==> src/rtl/game_pkg.sv <==
// Shared types and constants for the tic-tac-toe turn sequencer.
package game_pkg;

    typedef enum logic [1:0] {
        EMPTY = 2'b00,
        X     = 2'b10,
        O     = 2'b11
    } cell_state_t;

    typedef enum logic [2:0] {
        START   = 3'd0,
        PLAYER1 = 3'd1,
        PLAYER2 = 3'd2,
        END     = 3'd3
    } state_t;

    localparam logic [3:0] NUM_CELLS = 4'd9;

endpackage

==> src/rtl/game_controller_if.sv <==
// Move request / board write bundle between player logic, board memory and the turn controller.
interface game_controller_if;

    logic       isPlayer1Start;
    logic       playerWrite;
    logic [3:0] playerInput;
    logic       gameIsDone;
    logic [3:0] addr;
    logic [1:0] cellState;
    logic [2:0] outputState;

    modport master (
        output isPlayer1Start,
        output playerWrite,
        output playerInput,
        output gameIsDone,
        input  addr,
        input  cellState,
        input  outputState
    );

    modport slave (
        input  isPlayer1Start,
        input  playerWrite,
        input  playerInput,
        input  gameIsDone,
        output addr,
        output cellState,
        output outputState
    );

endinterface

==> src/rtl/game_controller.sv <==
// Turn-sequencing FSM for 3x3 tic-tac-toe: alternates X/O moves and stops on gameIsDone.
module game_controller #(
    parameter logic [3:0] NUM_CELLS = game_pkg::NUM_CELLS
) (
    input  logic               ph1,
    input  logic               reset,
    game_controller_if.slave   bus
);

    import game_pkg::*;

    state_t      state_r;
    state_t      next_state_s;
    logic        valid_move_s;
    logic [3:0]  addr_s;
    cell_state_t cell_s;

    // A move only counts when the game is still live, so gameIsDone beats playerWrite.
    assign valid_move_s = bus.playerWrite && (bus.playerInput < NUM_CELLS) && !bus.gameIsDone;

    // Next-state and same-cycle board write outputs.
    always_comb begin
        next_state_s = START;
        addr_s       = 4'b0000;
        cell_s       = EMPTY;
        case (state_r)
            START: begin
                if (bus.isPlayer1Start) begin
                    next_state_s = PLAYER1;
                end else begin
                    next_state_s = PLAYER2;
                end
            end
            PLAYER1: begin
                addr_s = bus.playerInput;
                if (bus.gameIsDone) begin
                    next_state_s = END;
                end else if (valid_move_s) begin
                    next_state_s = PLAYER2;
                    cell_s       = X;
                end else begin
                    next_state_s = PLAYER1;
                end
            end
            PLAYER2: begin
                addr_s = bus.playerInput;
                if (bus.gameIsDone) begin
                    next_state_s = END;
                end else if (valid_move_s) begin
                    next_state_s = PLAYER1;
                    cell_s       = O;
                end else begin
                    next_state_s = PLAYER2;
                end
            end
            END: begin
                next_state_s = END;
            end
            default: begin
                next_state_s = START;
            end
        endcase
    end

    // State register; reset drops straight back to START without a clock.
    always_ff @(posedge ph1 or negedge reset) begin
        if (!reset) begin
            state_r <= START;
        end else begin
            state_r <= next_state_s;
        end
    end

    assign bus.outputState = state_r;
    assign bus.addr        = addr_s;
    assign bus.cellState   = cell_s;

endmodule

==> src/flat_wrapper.sv <==
// flat-port wrapper written by rule: the top's interface ports become plain ports
module game_controller_flat import game_pkg::*;
#(
    parameter logic [3:0] NUM_CELLS = game_pkg::NUM_CELLS
)
  (ph1, reset, bus_isPlayer1Start, bus_playerWrite, bus_playerInput, bus_gameIsDone, bus_addr, bus_cellState, bus_outputState);
  game_controller_if bus_i ();
  input  logic ph1;
  input  logic reset;
  input wire logic [$bits(bus_i.isPlayer1Start)-1:0] bus_isPlayer1Start;
  input wire logic [$bits(bus_i.playerWrite)-1:0] bus_playerWrite;
  input wire logic [$bits(bus_i.playerInput)-1:0] bus_playerInput;
  input wire logic [$bits(bus_i.gameIsDone)-1:0] bus_gameIsDone;
  output wire logic [$bits(bus_i.addr)-1:0] bus_addr;
  output wire logic [$bits(bus_i.cellState)-1:0] bus_cellState;
  output wire logic [$bits(bus_i.outputState)-1:0] bus_outputState;
  assign bus_i.isPlayer1Start = bus_isPlayer1Start;
  assign bus_i.playerWrite = bus_playerWrite;
  assign bus_i.playerInput = bus_playerInput;
  assign bus_i.gameIsDone = bus_gameIsDone;
  assign bus_addr = bus_i.addr;
  assign bus_cellState = bus_i.cellState;
  assign bus_outputState = bus_i.outputState;
  game_controller #(.NUM_CELLS(NUM_CELLS)) u_core (.ph1(ph1), .reset(reset), .bus(bus_i));
endmodule
==> config.mk <==
export PLATFORM = sky130hd
export DESIGN_NAME = game_controller_flat
export DESIGN_NICKNAME = d
export VERILOG_FILES = /design/src/rtl/game_pkg.sv /design/src/rtl/game_controller_if.sv /design/src/rtl/game_controller.sv /design/src/flat_wrapper.sv
export SDC_FILE = /design/constraint.sdc
export NUM_CORES = 1
export LEC_CHECK = 0
export CORE_AREA = 8 8 45 47
export CTS_CLUSTER_DIAMETER = 40
export CTS_CLUSTER_SIZE = 14
export DETAILED_ROUTE_END_ITERATION = 12
export DIE_AREA = 0 0 53 55
export PLACE_DENSITY = 0.52
export SLEW_MARGIN = 20
export SYNTH_ARGS = -nofsm -noshare
export SYNTH_HDL_FRONTEND = slang
export SYNTH_SLANG_ARGS = --single-unit
==> constraint.sdc <==
create_clock -name ph1 -period 1.7 [get_ports ph1]
set_input_delay 0.51 -clock ph1 [delete_from_list [all_inputs] [get_ports ph1]]
set_output_delay 0.51 -clock ph1 [all_outputs]
set_load 0.005 [all_outputs]
==> results.md, run 1 <==
- Outcome: finished, violations left
- Failing checks: setup timing
- Worst vdd ir: 0.796 mV
- Met1 Resource Use GR: 0.0561
- Slew Viols, Final: 0
- Simple-gate area share of the yosys netlist: 0.268
- Vias in the first global route: 381
- Die area: 2920 µm²
- Crit end category: primary output
- Share of power burned in registers: 0.091
- Detailed Place HPWL: 648 µm
- Post-Syn Area: 256 µm²
- CTS tree: built
- Core Region: 1380 µm²
- Rows: 14
- Setup WS pre-CTS: -807 ps
- Final Skew: 1.77 ps
- CP max stage delay: 350 ps
- Number of synthesized flops with an enable pin: 0
- DR vias/cell: 4.13
- Layout cells sized above 1: 0.635
- Die Y: 55 µm
- First-pass GRT wire length: 1.36 mm
- Synth Area in Compound Gates: 0.239
- Starting density of the core: 0.185
- GR Overflow Total: 0
- DR iter-0 viols: 5
- Final setup vio count: 6
- Crit path max-delay family: flip-flops
- Fin area: 587 µm²
- Internal Pwr Total: 0.000663 W
- PnR worst setup slack: -146 ps
- IO Pins: 18
- Final Hold Fails: 0
- Synth area leader: dfrtp_1
- FF-to-FF End: u_core.bus.outputState[1]
- Cell depth of the worst flop-to-flop path: 8
- Ant diodes: 0
- Crit-path cells: inv_2 -> ha_4 -> nand4b_1 -> buf_4 -> nor2_4 -> buf_2
- Synth area leaders: dfrtp_1 (20%), ha_1 (20%), o31ai_4 (8.3%), and2_1 (7.3%), nor2_1 (7.3%)
- Fmax: 542 MHz
- Post-synthesis mux area share: 0
- CP bufs+invs: 3
- Clock sink count: 2
- Die extent in x: 53 µm
- Top-count cell post-synth: nor2_1
- Leakage power: 0.293 nW
- Clock Pin Slew Worst Setup and Hold Paths: 30 ps
- Tmin final: 1850 ps
- Logic pwr share: 0.808
- XOR/XNOR Fraction of Synth Area: 0
- DR DRC count: 0
- Reg2Reg Setup Slack: 260 ps
- Most used DFF post-synth: dfrtp_1
- Largest net degree at the start of global routing: 5
- Top cells by instance count after synthesis: nor2_1 (5), ha_1 (4), inv_1 (4)
- Gr busiest metal: met2
- Critical path arrival: 1340 ps
- Post-Synth Adder-Cell Area: 0.195
- Worst Setup Start Kind: flop
- Worst-path fanout max: 2
- Layout net count: 78
- GPL Wtd Cong: 0.668
- Type of the tightest min-delay check: input port to async pin
- I/O Buffers: 16
- Yosys cell types: 14
- Reg2reg start: u_core.bus.outputState[1]
- NetSw: 0.000336 W
- Total Routed Length: 804 µm
- Syn Inst Count: 31
- Register area share after synthesis: 0.195
- H-tree levels: 1
- Syn nets: 44
- Largest family of logic cells by synthesized area: simple AND/OR/NAND/NOR gates
- Met2 Track Usage GR: 0.113
- Area grow syn2layout: 129%
- Fraction of registers with async set/reset: 1.00
- Filler cells: 137
- Wire per inst: 10.2 µm
- Root buffer cell: clkbuf_4
- MaxCap Viol Count: 0
- Critical path's slowest cell: dfrtp_1
- Placed instance area: 504 µm²
- Warnings from Yosys: 0
- CTS buffer count: 3
- Via count: 326
- GRT Util Overall: 0.0595
- Final period util: 1.09
- Avg Synthesized Cell Area: 8.27 µm²
- Clock latency on the worst-skew pair: 220 ps
- Drt first pass iters: 2
- Clock Path Buffers: 2
- RSZ-0062 raised after global routing: yes
- Initial antenna violation count: 0
- Antenna-violating nets left: 0
- Met3 global-route usage: 0.0294
- Largest register FFs: 2
- CP required: 1190 ps
- Post-synthesis register bit count: 2
- Hold buffer count at cts: 0
- Cell area power density: 1700 nW/µm²
- Kind of critical path: flop to primary output
- Post-synth top area share: 0.195
- Switch share: 0.336
- Clock network fraction of total power: 0.100
timing repair:
item	in CTS	in global routing
pin swaps	6	4
buffers inserted	3	1
setup endpoints to repair	7	6
gates resized for setup	52	8
per-stage QoR:
step	TNS, ps	utilization	std cells	total power [W]	hold WS, ps
after floorplan	0	-	31	0.000317	214
after global placement	-3720	0.364	72	0.000689	678
after detailed placement	-3710	0.364	72	0.000686	682
after CTS	-591	0.398	78	0.000911	449
after global routing	-806	0.424	79	0.00110	451
final	-436	0.424	79	0.00100	453
cells by family (layout without fill, tap and decap cells):
group / count (synthesis) / after routing
AND/OR/NAND/NOR: 12 / 12
AO/OA/AOI/OAI: 7 / 7
buffers and inverters: 5 / 37
adder cells (fa/ha/maj): 4 / 4
flip-flops: 2 / 2
other: 1 / 1
how the worst max path moves through the flow:
stage / start / endpoint / slack, ps / depth (start not counted)
6_report: u_core.bus.outputState[1] / bus_cellState[0] / -150 / 6
5_1_grt: u_core.bus.outputState[1] / bus_cellState[0] / -250 / 6
4_1_cts: u_core.bus.outputState[1] / bus_cellState[0] / -160 / 6
3_5_place_dp: bus_playerInput[1] / bus_cellState[0] / -810 / 5
3_3_place_gp: bus_playerInput[1] / bus_cellState[1] / -790 / 5
2_1_floorplan: bus_playerInput[1] / bus_cellState[0] / 150 / 3
final cells by class:
cell class                 count  area, µm²  share of cell area
timing repair buffer          30        249               0.424
multi-input combinational     24        230               0.392
sequential                     2       50.0              0.0853
clock buffer                   3       22.5              0.0384
tap                           16       20.0              0.0341
inverter                       4       15.0              0.0256
placed cells by master, fill, tap and decap left out:
cell type,count
clkbuf_4,3
ha_2,1
inv_2,2
buf_6,6
o31ai_1,2
inv_1,2
dlygate4sd2_1,5
dfrtp_1,2
o31ai_4,1
clkdlybuf4s50_1,2
buf_2,4
nor2_1,3
conb_1,1
and2_4,4
buf_4,13
a21boi_1,2
nor2_4,1
ha_4,2
and3_2,2
nor2_2,1
nand4b_1,1
ha_1,1
a21oi_1,2
routing by layer:
metal | vias to the layer above | wire [µm]
li1 | 166 | -
met1 | 147 | 330
met3 | 0 | 90
met5 | - | 0
met2 | 13 | 382
met4 | 0 | 0
power by group through the flow:
stage	Clock (W)	Sequential (W)	Combinational [W]
6_report	0.000100	0.0000911	0.000808
5_1_grt	0.000111	0.0000938	0.000897
4_1_cts	0.000105	0.0000928	0.000712
3_5_place_dp	0	0.0000889	0.000597
3_3_place_gp	0	0.0000892	0.000600
2_1_floorplan	0	0.000100	0.000217
(Power assumes the default switching activity.)
==> inputs of run 2 (changes only) <==
- CORE_AREA: 8 8 45 47 -> 4 4 41 43
- DIE_AREA: 0 0 53 55 -> 0 0 45 47
==> run 2 against run 1 <==
  * The run still ends with setup timing left
  * Register-to-register slack better by 50 ps
  * Critical path depth stayed put
  * Maximum frequency is 1.5% lower
  * Clock-buffer cell count stayed put
  * Highest routed layer unchanged
==> results.md, run 2 (synthesis results as in run 1) <==
- Die Y: 47 µm (was 55 µm)
- Drt first pass iters: 1 (was 2)
- Total Routed Length: 680 µm (was 804 µm)
- Clock Path Buffers: 2 (unchanged)
- GR Overflow Total: 0 (unchanged)
- Fin Hold WS: 458 ps (was 453 ps)
- I/O Buffers: 16 (unchanged)
- Fmax: 534 MHz (was 542 MHz)
- Internal Pwr Total: 0.000509 W (was 0.000663 W)
- Vias in the first global route: 314 (was 381)
- DR DRC count: 0 (unchanged)
- Failing checks: setup timing (unchanged)
- Die area: 2120 µm² (was 2920 µm²)
- Antenna-violating nets left: 0 (unchanged)
- MaxCap Viol Count: 0 (unchanged)
- Switch share: 0.351 (was 0.336)
- Slew Viols, Final: 0 (unchanged)
- H-tree levels: 1 (unchanged)
- Most common cell after layout, fill and taps aside: buf_4 (unchanged)
- Clock sink count: 2 (unchanged)
- Detailed Place HPWL: 551 µm (was 648 µm)
- Clock latency on the worst-skew pair: 210 ps (was 220 ps)
- Clock Pin Slew Worst Setup and Hold Paths: 30 ps (about the same)
- Largest net degree at the start of global routing: 6 (was 5)
- Kind of critical path: input port to primary output (was flop to primary output)
- Tmin final: 1870 ps (was 1850 ps)
- IO Pins: 18 (unchanged)
- Area grow syn2layout: 101% (was 129%)
- Cell area power density: 1520 nW/µm² (was 1700 nW/µm²)
- Wire per inst: 8.83 µm (was 10.2 µm)
- Type of the tightest min-delay check: input port to async pin (unchanged)
- Ant diodes: 0 (unchanged)
- Placed instance area: 503 µm² (was 504 µm²)
- Core Region: 1300 µm² (was 1380 µm²)
- Logic pwr share: 0.757 (was 0.808)
- Fin area: 515 µm² (was 587 µm²)
- Layout cells sized above 1: 0.532 (was 0.635)
- Share of power burned in registers: 0.117 (was 0.091)
- First-pass GRT wire length: 1.12 mm (was 1.36 mm)
- Most frequent cells in the layout: buf_4 (13), buf_2 (9), nor2_1 (4), dlygate4sd2_1 (4) (was buf_4 (13), buf_6 (6), dlygate4sd2_1 (5))
- Final Skew: 1.71 ps (was 1.77 ps)
- Die extent in x: 45 µm (was 53 µm)
- Critical path arrival: 1360 ps (was 1340 ps)
- Worst-path fanout max: 2 (unchanged)
- Clock network fraction of total power: 0.125 (was 0.100)
- Worst Setup Start Kind: input port (was flop)
- Leakage power: 0.281 nW (was 0.293 nW)
- DR vias/cell: 4.05 (was 4.13)
- Largest register FFs: 2 (unchanged)
- CTS tree: built (unchanged)
- Initial antenna violation count: 0 (unchanged)
- Layout net count: 77 (was 78)
- GRT Util Overall: 0.0702 (was 0.0595)
- Crit end category: primary output (unchanged)
- Final period util: 1.10 (was 1.09)
- Final Hold Fails: 0 (unchanged)
- NetSw: 0.000275 W (was 0.000336 W)
- RSZ-0062 raised after global routing: yes (unchanged)
- PnR worst setup slack: -173 ps (was -146 ps)
- Rows: 13 (was 14)
- Starting density of the core: 0.197 (was 0.185)
- Root buffer cell: clkbuf_4 (unchanged)
- DR iter-0 viols: 0 (was 5)
- CP required: 1190 ps (about the same)
- GPL Wtd Cong: 0.692 (was 0.668)
- Outcome: finished, violations left (unchanged)
- CTS buffer count: 3 (unchanged)
- Final setup vio count: 5 (was 6)
- Via count: 312 (was 326)
- Worst vdd ir: 0.579 mV (was 0.796 mV)
[run 2: cell types whose count changed in the layout (fill, tap and decap cells not counted)]
cell and delta:
and2_2 +1, buf_2 +5, dlymetal6s2s_1 +1, nor2_4 -1, buf_6 -6, ha_2 -1, and2_1 +3, and2_4 -4
dlygate4sd2_1 -1, ha_1 +2, ha_4 -1, nor2_1 +1
[run 2: final timing paths]
check | from | endpoint | slack [ps] | cells after the start
min in group ph1 | u_core.bus.outputState[1] | u_core.bus.outputState[0] | 740 | 4
setup / recovery | bus_playerInput[2] | bus_cellState[0] | -170 | 6
hold / removal | reset | u_core.bus.outputState[0] | 460 | 1
max in group asynchronous | reset | u_core.bus.outputState[1] | 1120 | 1
setup reg to reg | u_core.bus.outputState[0] | u_core.bus.outputState[0] | 310 | 7
hold reg to reg | u_core.bus.outputState[1] | u_core.bus.outputState[0] | 740 | 4
[run 2: metal layers]
layer,up-vias,share of wire,track usage
li1,165,-,-
met1,134,0.42,0.0816
met2,13,0.49,0.133
met3,0,0.081,0.0115
met4,0,0,0.0175
met5,-,0,0
[run 2: area by class of cell]
type	count	area, µm²
flip-flops and latches	2	50.0
multi-input cells	24	199
well taps	15	18.8
inverters	4	15.0
clock buffers	3	22.5
repair buffers	29	210
fillers	148	786
[run 2: what timing repair did]
item,in CTS,in global routing
hold endpoints to repair,0,0
gates resized for setup,43,2
buffers inserted,1,2
hold buffers,0,0
endpoints found under the setup margin,6,7
pin swaps,3,1
[run 2: through the flow]
stage	utilization	cells	total power (W)	setup TNS, ps	setup WS, ps
global placement	0.387	71	0.000686	-3690	-788
floorplan	-	31	0.000317	0	154
finish	0.396	77	0.000784	-585	-173
detailed placement	0.387	71	0.000677	-3670	-817
global route	0.396	77	0.000873	-897	-241
CTS	0.381	75	0.000764	-259	-177
[run 2: power groups by stage]
| stage | clock, W | combinational [W] | sequential, W |
|---|---|---|---|
| floorplan | 0 | 0.000217 | 0.000100 |
| CTS | 0.000103 | 0.000568 | 0.0000925 |
| global route | 0.000106 | 0.000674 | 0.0000937 |
| finish | 0.0000983 | 0.000594 | 0.0000919 |
| global placement | 0 | 0.000597 | 0.0000888 |
| detailed placement | 0 | 0.000589 | 0.0000884 |
[run 2: critical path: stages]
cell and delay [ps]:
buf_2 120, o31ai_4 240, nand4b_1 160, buf_4 160
nor2_1 70, buf_2 120
